`src/rtl/sr_readback_rx.sv`:
```
// -----------------------------------------------------------------------------
// sr_readback_rx
//
// Reads a WIDTH-bit frame back out of an external serial shift register.
// The block generates the shift clock (clk_sr) itself. It sees the shift
// register's last stage on sr_dout and assembles the bits into a parallel word.
// The first bit received ends up at the MSB of data_out.
//
// Frame sequence: IDLE -> (SHIFT_LO -> SHIFT_HI) x WIDTH -> DONE -> IDLE.
// Every output is a register. Each one is loaded with the value that belongs
// to the state being entered, so it changes on the same edge as the state.
//
// Optional feature (macro SR_READBACK_CMP_EN):
//   Adds the input expected[WIDTH-1:0] and the output mismatch. mismatch is
//   loaded in DONE, together with data_valid. It is high when any captured bit
//   differs from expected.
//
// Ports:
//   clk        in   module clock, rising edge
//   rst        in   asynchronous reset, active low
//   start      in   request one readback frame (ignored while busy)
//   sr_dout    in   serial data from the shift register's last stage
//   clk_sr     out  registered shift clock; idles high
//   busy       out  a frame is in progress
//   data_out   out  last captured frame, first bit received at MSB
//   data_valid out  one-cycle pulse when data_out updates
//   count      out  bits captured in the current frame (saturates at WIDTH)
//   expected   in   (SR_READBACK_CMP_EN only) reference frame
//   mismatch   out  (SR_READBACK_CMP_EN only) captured frame != expected
// -----------------------------------------------------------------------------
module sr_readback_rx #(
    parameter int WIDTH     = 170,
    parameter int CNT_WIDTH = 8
) (
    input  logic                 clk,
    input  logic                 rst,
    input  logic                 start,
    input  logic                 sr_dout,
`ifdef SR_READBACK_CMP_EN
    input  logic [WIDTH-1:0]     expected,
    output logic                 mismatch,
`endif
    output logic                 clk_sr,
    output logic                 busy,
    output logic [WIDTH-1:0]     data_out,
    output logic                 data_valid,
    output logic [CNT_WIDTH-1:0] count
);

    typedef enum logic [1:0] {
        IDLE,
        SHIFT_LO,
        SHIFT_HI,
        DONE
    } state_t;

    localparam logic [CNT_WIDTH-1:0] CNT_LAST = CNT_WIDTH'(WIDTH - 1);
    localparam logic [CNT_WIDTH-1:0] CNT_MAX  = CNT_WIDTH'(WIDTH);

    state_t                r_state;
    logic                  r_clk_sr;
    logic                  r_busy;
    logic                  r_data_valid;
    logic [CNT_WIDTH-1:0]  r_count;
    logic [WIDTH-1:0]      r_capture;
    logic [WIDTH-1:0]      r_data_out;

    state_t                w_state_nxt;
    logic                  w_clk_sr_nxt;
    logic                  w_busy_nxt;
    logic                  w_data_valid_nxt;
    logic [CNT_WIDTH-1:0]  w_count_nxt;
    logic [WIDTH-1:0]      w_capture_nxt;
    logic [WIDTH-1:0]      w_data_out_nxt;

`ifdef SR_READBACK_CMP_EN
    logic                  r_mismatch;
    logic                  w_mismatch_nxt;
`endif

    // Next state and next values of the registered outputs.
    // NOTE: every signal gets a default before the case statement. Without a
    // default, a branch that skips an assignment would infer a latch.
    always_comb begin
        w_state_nxt      = r_state;
        w_clk_sr_nxt     = r_clk_sr;
        w_busy_nxt       = r_busy;
        w_data_valid_nxt = 1'b0;
        w_count_nxt      = r_count;
        w_capture_nxt    = r_capture;
        w_data_out_nxt   = r_data_out;
`ifdef SR_READBACK_CMP_EN
        w_mismatch_nxt   = r_mismatch;
`endif

        case (r_state)
            IDLE: begin
                w_clk_sr_nxt = 1'b1;
                w_busy_nxt   = 1'b0;
                if (start) begin
                    w_state_nxt  = SHIFT_LO;
                    w_clk_sr_nxt = 1'b0;
                    w_busy_nxt   = 1'b1;
                    w_count_nxt  = '0;
                end
            end

            // The shift register advances on this falling edge of clk_sr.
            // sr_dout then has a full cycle to settle before it is sampled.
            SHIFT_LO: begin
                w_state_nxt  = SHIFT_HI;
                w_clk_sr_nxt = 1'b1;
            end

            SHIFT_HI: begin
                // A shift instead of a slice, so that WIDTH=1 also works.
                w_capture_nxt = (r_capture << 1) | WIDTH'(sr_dout);
                if (r_count != CNT_MAX) begin
                    w_count_nxt = r_count + 1'b1;
                end
                if (r_count == CNT_LAST) begin
                    w_state_nxt = DONE;
                end else begin
                    w_state_nxt  = SHIFT_LO;
                    w_clk_sr_nxt = 1'b0;
                end
            end

            // start is not looked at here, so a request in DONE is dropped.
            DONE: begin
                w_state_nxt      = IDLE;
                w_data_out_nxt   = r_capture;
                w_data_valid_nxt = 1'b1;
                w_busy_nxt       = 1'b0;
`ifdef SR_READBACK_CMP_EN
                w_mismatch_nxt   = |(r_capture ^ expected);
`endif
            end

            default: begin
                w_state_nxt  = IDLE;
                w_clk_sr_nxt = 1'b1;
                w_busy_nxt   = 1'b0;
            end
        endcase
    end

    // NOTE: state is updated with non-blocking assignments. All registers then
    // see values from before the edge, whatever order the blocks run in.
    always_ff @(posedge clk or negedge rst) begin
        if (!rst) begin
            r_state      <= IDLE;
            r_clk_sr     <= 1'b1;
            r_busy       <= 1'b0;
            r_data_valid <= 1'b0;
            r_count      <= '0;
            r_capture    <= '0;
            r_data_out   <= '0;
`ifdef SR_READBACK_CMP_EN
            r_mismatch   <= 1'b0;
`endif
        end else begin
            r_state      <= w_state_nxt;
            r_clk_sr     <= w_clk_sr_nxt;
            r_busy       <= w_busy_nxt;
            r_data_valid <= w_data_valid_nxt;
            r_count      <= w_count_nxt;
            r_capture    <= w_capture_nxt;
            r_data_out   <= w_data_out_nxt;
`ifdef SR_READBACK_CMP_EN
            r_mismatch   <= w_mismatch_nxt;
`endif
        end
    end

    assign clk_sr     = r_clk_sr;
    assign busy       = r_busy;
    assign data_valid = r_data_valid;
    assign count      = r_count;
    assign data_out   = r_data_out;
`ifdef SR_READBACK_CMP_EN
    assign mismatch   = r_mismatch;
`endif

endmodule

```
`config.mk`:
```
export PLATFORM = sky130hd
export DESIGN_NAME = sr_readback_rx
export DESIGN_NICKNAME = d
export VERILOG_FILES = /design/src/rtl/sr_readback_rx.sv
export SDC_FILE = /design/constraint.sdc
export NUM_CORES = 1
export LEC_CHECK = 0
export BUFFER_PORTS_ARGS = -buffer_cell sky130_fd_sc_hd__buf_2
export CAP_MARGIN = 20
export CORE_MARGIN = 2
export CORE_UTILIZATION = 34
export CTS_CLUSTER_SIZE = 14
export DETAILED_ROUTE_END_ITERATION = 10
export GPL_ROUTABILITY_DRIVEN = 0
export PLACE_DENSITY = 0.6
export SYNTH_ARGS = -nofsm -noshare
export SYNTH_HDL_FRONTEND = slang
export SYNTH_SLANG_ARGS = --single-unit
```
`constraint.sdc`:
```
create_clock -name clk -period 1.7 [get_ports clk]
set_input_delay 0.34 -clock clk [delete_from_list [all_inputs] [get_ports clk]]
set_output_delay 0.34 -clock clk [all_outputs]
set_load 0.02 [all_outputs]
```
==> impl_metrics.toml <==
[placement]
portBuffers = 184
placed_cell_area_um2 = 15270
place_inst = 1507
pre_cts_ws_ps = -148.0
dpl.hpwl_um = 16440

[critical_path]
cp_slowest_stage_delay_ps = 380
crit_type = "flop to flop"
critical-path-top-delay-family = "buffers and inverters"
startpoint_type = "flop"
worstPathMaxFanout = 26
crit_arrival_ps = 2050
critPathBufInv = 4
path_depth = 6
end_kind = "flop"
path_cells = "buf_4 -> buf_4 -> ha_4 -> buf_12 -> buf_12 -> mux2_1"
crit_slowest_cell = "dfrtp_1"
worstPathRequired_ps = 2110
reg2reg_depth = 6

[final_layout]
layout-drive-gt1-share_pct = 38.20
nNetsFinal = 1054
diodes = 0
final_area_um2 = 16780
fin_util_pct = 43.42
syn_to_final_growth_pct = 26.14
instances_no_fill = 1586

[cts]
cts_inserted_buffers = 39
clock_latency_ps = 540
cts_tree = "done"
clock_path_buffers = 3
clkSinkCount = 353
clkTransAtPathRegs_ps = 60
root_buffer = "clkbuf_16"
htree_levels = 2

[floorplanning]
io_pins = 185
die_h_um = 201.8
die_area_um2 = 40730
die_x_um = 201.8
core_um2 = 38650
rows = 72
floorplan.initialDensity_pct = 34.42

[power_and_ir_drop]
powerDensity_nw_per_um2 = 1022
p_leak_nw = 9.100
irDropWorstVdd_mv = 0.6992
total_power_mw = 17.15

[yosys]
synth-xor-area-share_pct = 0
synth_cells = 799
synth-simple-area-share_pct = 1.176
syn_nets = 811
async_flop_share_pct = 100.0
seq_area_frac_synth_pct = 66.41
synth_top_family_by_area = "multiplexers"
yosys.area_share.adder_pct = 0.7524
yosys-top-cells-count = "352 x dfrtp_1, 241 x mux2_1, 100 x mux2_2, 35 x buf_2, 8 x ha_1"
synth_edf_count = 0
muxShareOfSynthArea_pct = 28.86
synth_compound_area_share_pct = 1.063
synth.area.top_cells = "dfrtp_1 66%, mux2_1 20%, mux2_2 8.5%"
syn_avg_cell_area_um2 = 16.65
synthesis.area_um2 = 13300
synth_top_area_share_pct = 66.21
yosysWarnings = 0
synth-seq-cells = 353
ys_types = 30
synthMostInstantiatedCell = "dfrtp_1"
synth_top_area_cell = "dfrtp_1"
synth_ff_type = "dfrtp_1"

[route]
drc = 0
viasPerCell = 4.595
via_count = 7287
drt_first_pass_iters = 4
postRouteWirelength_um = 25700
ant_nets = 0
wire_per_inst_um = 16.21
drt_iter0_markers = 137

[global_routing]
track_usage_pct = 12.66
busiest_layer = "met2"
met3_usage_pct = 3.193
grt_overflow = 0
grt_max_degree = 67
antenna_found_initial = 0
grtUsageMet1_pct = 16.91
grt_pass1_vias = 7620
grt_pass1_wl_um = 41700
gr-usage-met2_pct = 19.96

[sta]
fin_crit_ps = 1636
rsz0062_at_grt = "yes"
max_slew_margin_pct = 75.45
tightest_slew_ps = 368.2
hold_ws_ps = 117.4
fin_ws_ps = 64.31
maxSlewViolCount = 0
hold_viol = 0
setup_viol = 0
skew_ps = 5.765
period_share_pct = 96.22
fmax_mhz = 611.4
fin_setup_tns_ps = 0

[min_path]
hp-class = "primary input to flop"
hold_depth = 3

[outcome]
run_status = "finished clean"

[job]
maxCapViolations = 0
[routing by layer]
metal | wire [µm] | up-vias | share of wire, %
li1 | - | 3312 | -
met1 | 11700 | 3803 | 46
met2 | 12270 | 131 | 48
met3 | 1118 | 41 | 4.3
met4 | 623 | 0 | 2.4
met5 | 0 | - | 0
[final timing paths]
path | from | to | slack [ps]
worst max-delay path | r_state[1] | data_out[98] | 60
worst min-delay path | start | busy | 120
worst max register to register | r_state[1] | data_out[98] | 60
worst min register to register | data_out[131] | data_out[131] | 470
max in group asynchronous | rst | data_out[41] | 720
min in group asynchronous | rst | data_out[156] | 300
[cell type report]
type / count / area [µm²]
fillers: 3463 / 21870
flip-flops and latches: 353 / 8835
multi-input cells: 398 / 4303
repair buffers: 243 / 1678
clock buffers: 60 / 1177
well taps: 518 / 648.1
clock inverters: 7 / 113.9
inverters: 7 / 26.28
[repair_timing]
action | CTS | global route
hold buffers | 2 | 0
hold endpoints to repair | 32 | 0
cloned | 0 | 4
setup buffers | 1 | 5
pin swaps | 0 | 1
setup endpoints to repair | 7 | 112
resized for setup | 2 | 12
[power breakdown]
part           switching (mW)  internal, mW
logic                   0.177        0.0671
registers              0.0232          8.44
clock network            3.24          5.21
[cell families after synthesis]
logic type               after synthesis
flip-flops                           353
buffers and inverters                 48
AO/OA/AOI/OAI                         21
adder cells (fa/ha/maj)                8
multiplexers                         341
AND/OR/NAND/NOR                       28
[sequential cells by signal (all words and copies together) (netlist names)]
signal,cells
r_capture,170
busy,1
data_valid,1
data_out,170
r_state,2
count,8
clk_sr,1
[worst reg2reg max path, stage by stage, from the launching register on]
cell	delay, ps
dfrtp_1	380
buf_4	140
buf_4	130
ha_4	190
buf_12	150
buf_12	160
mux2_1	350
[layout by cell type, fill, tap and decap left out, drive strengths merged]
master / count
a21boi: 2
a21oi: 2
a41o: 1
and2: 2
and4: 1
buf: 238
bufinv: 3
clkbuf: 63
clkinv: 3
dfrtp: 352
dfstp: 1
dlygate4sd3: 2
ha: 8
inv: 8
mux2: 341
nand2: 7
nand2b: 4
nand3: 4
nand4: 1
nand4bb: 1
nor2: 2
nor2b: 1
nor3: 1
o21a: 1
o21ai: 9
o31ai: 5
o41ai: 1
or2: 1
or3: 1
or4: 2
(Power assumes the default switching activity.)
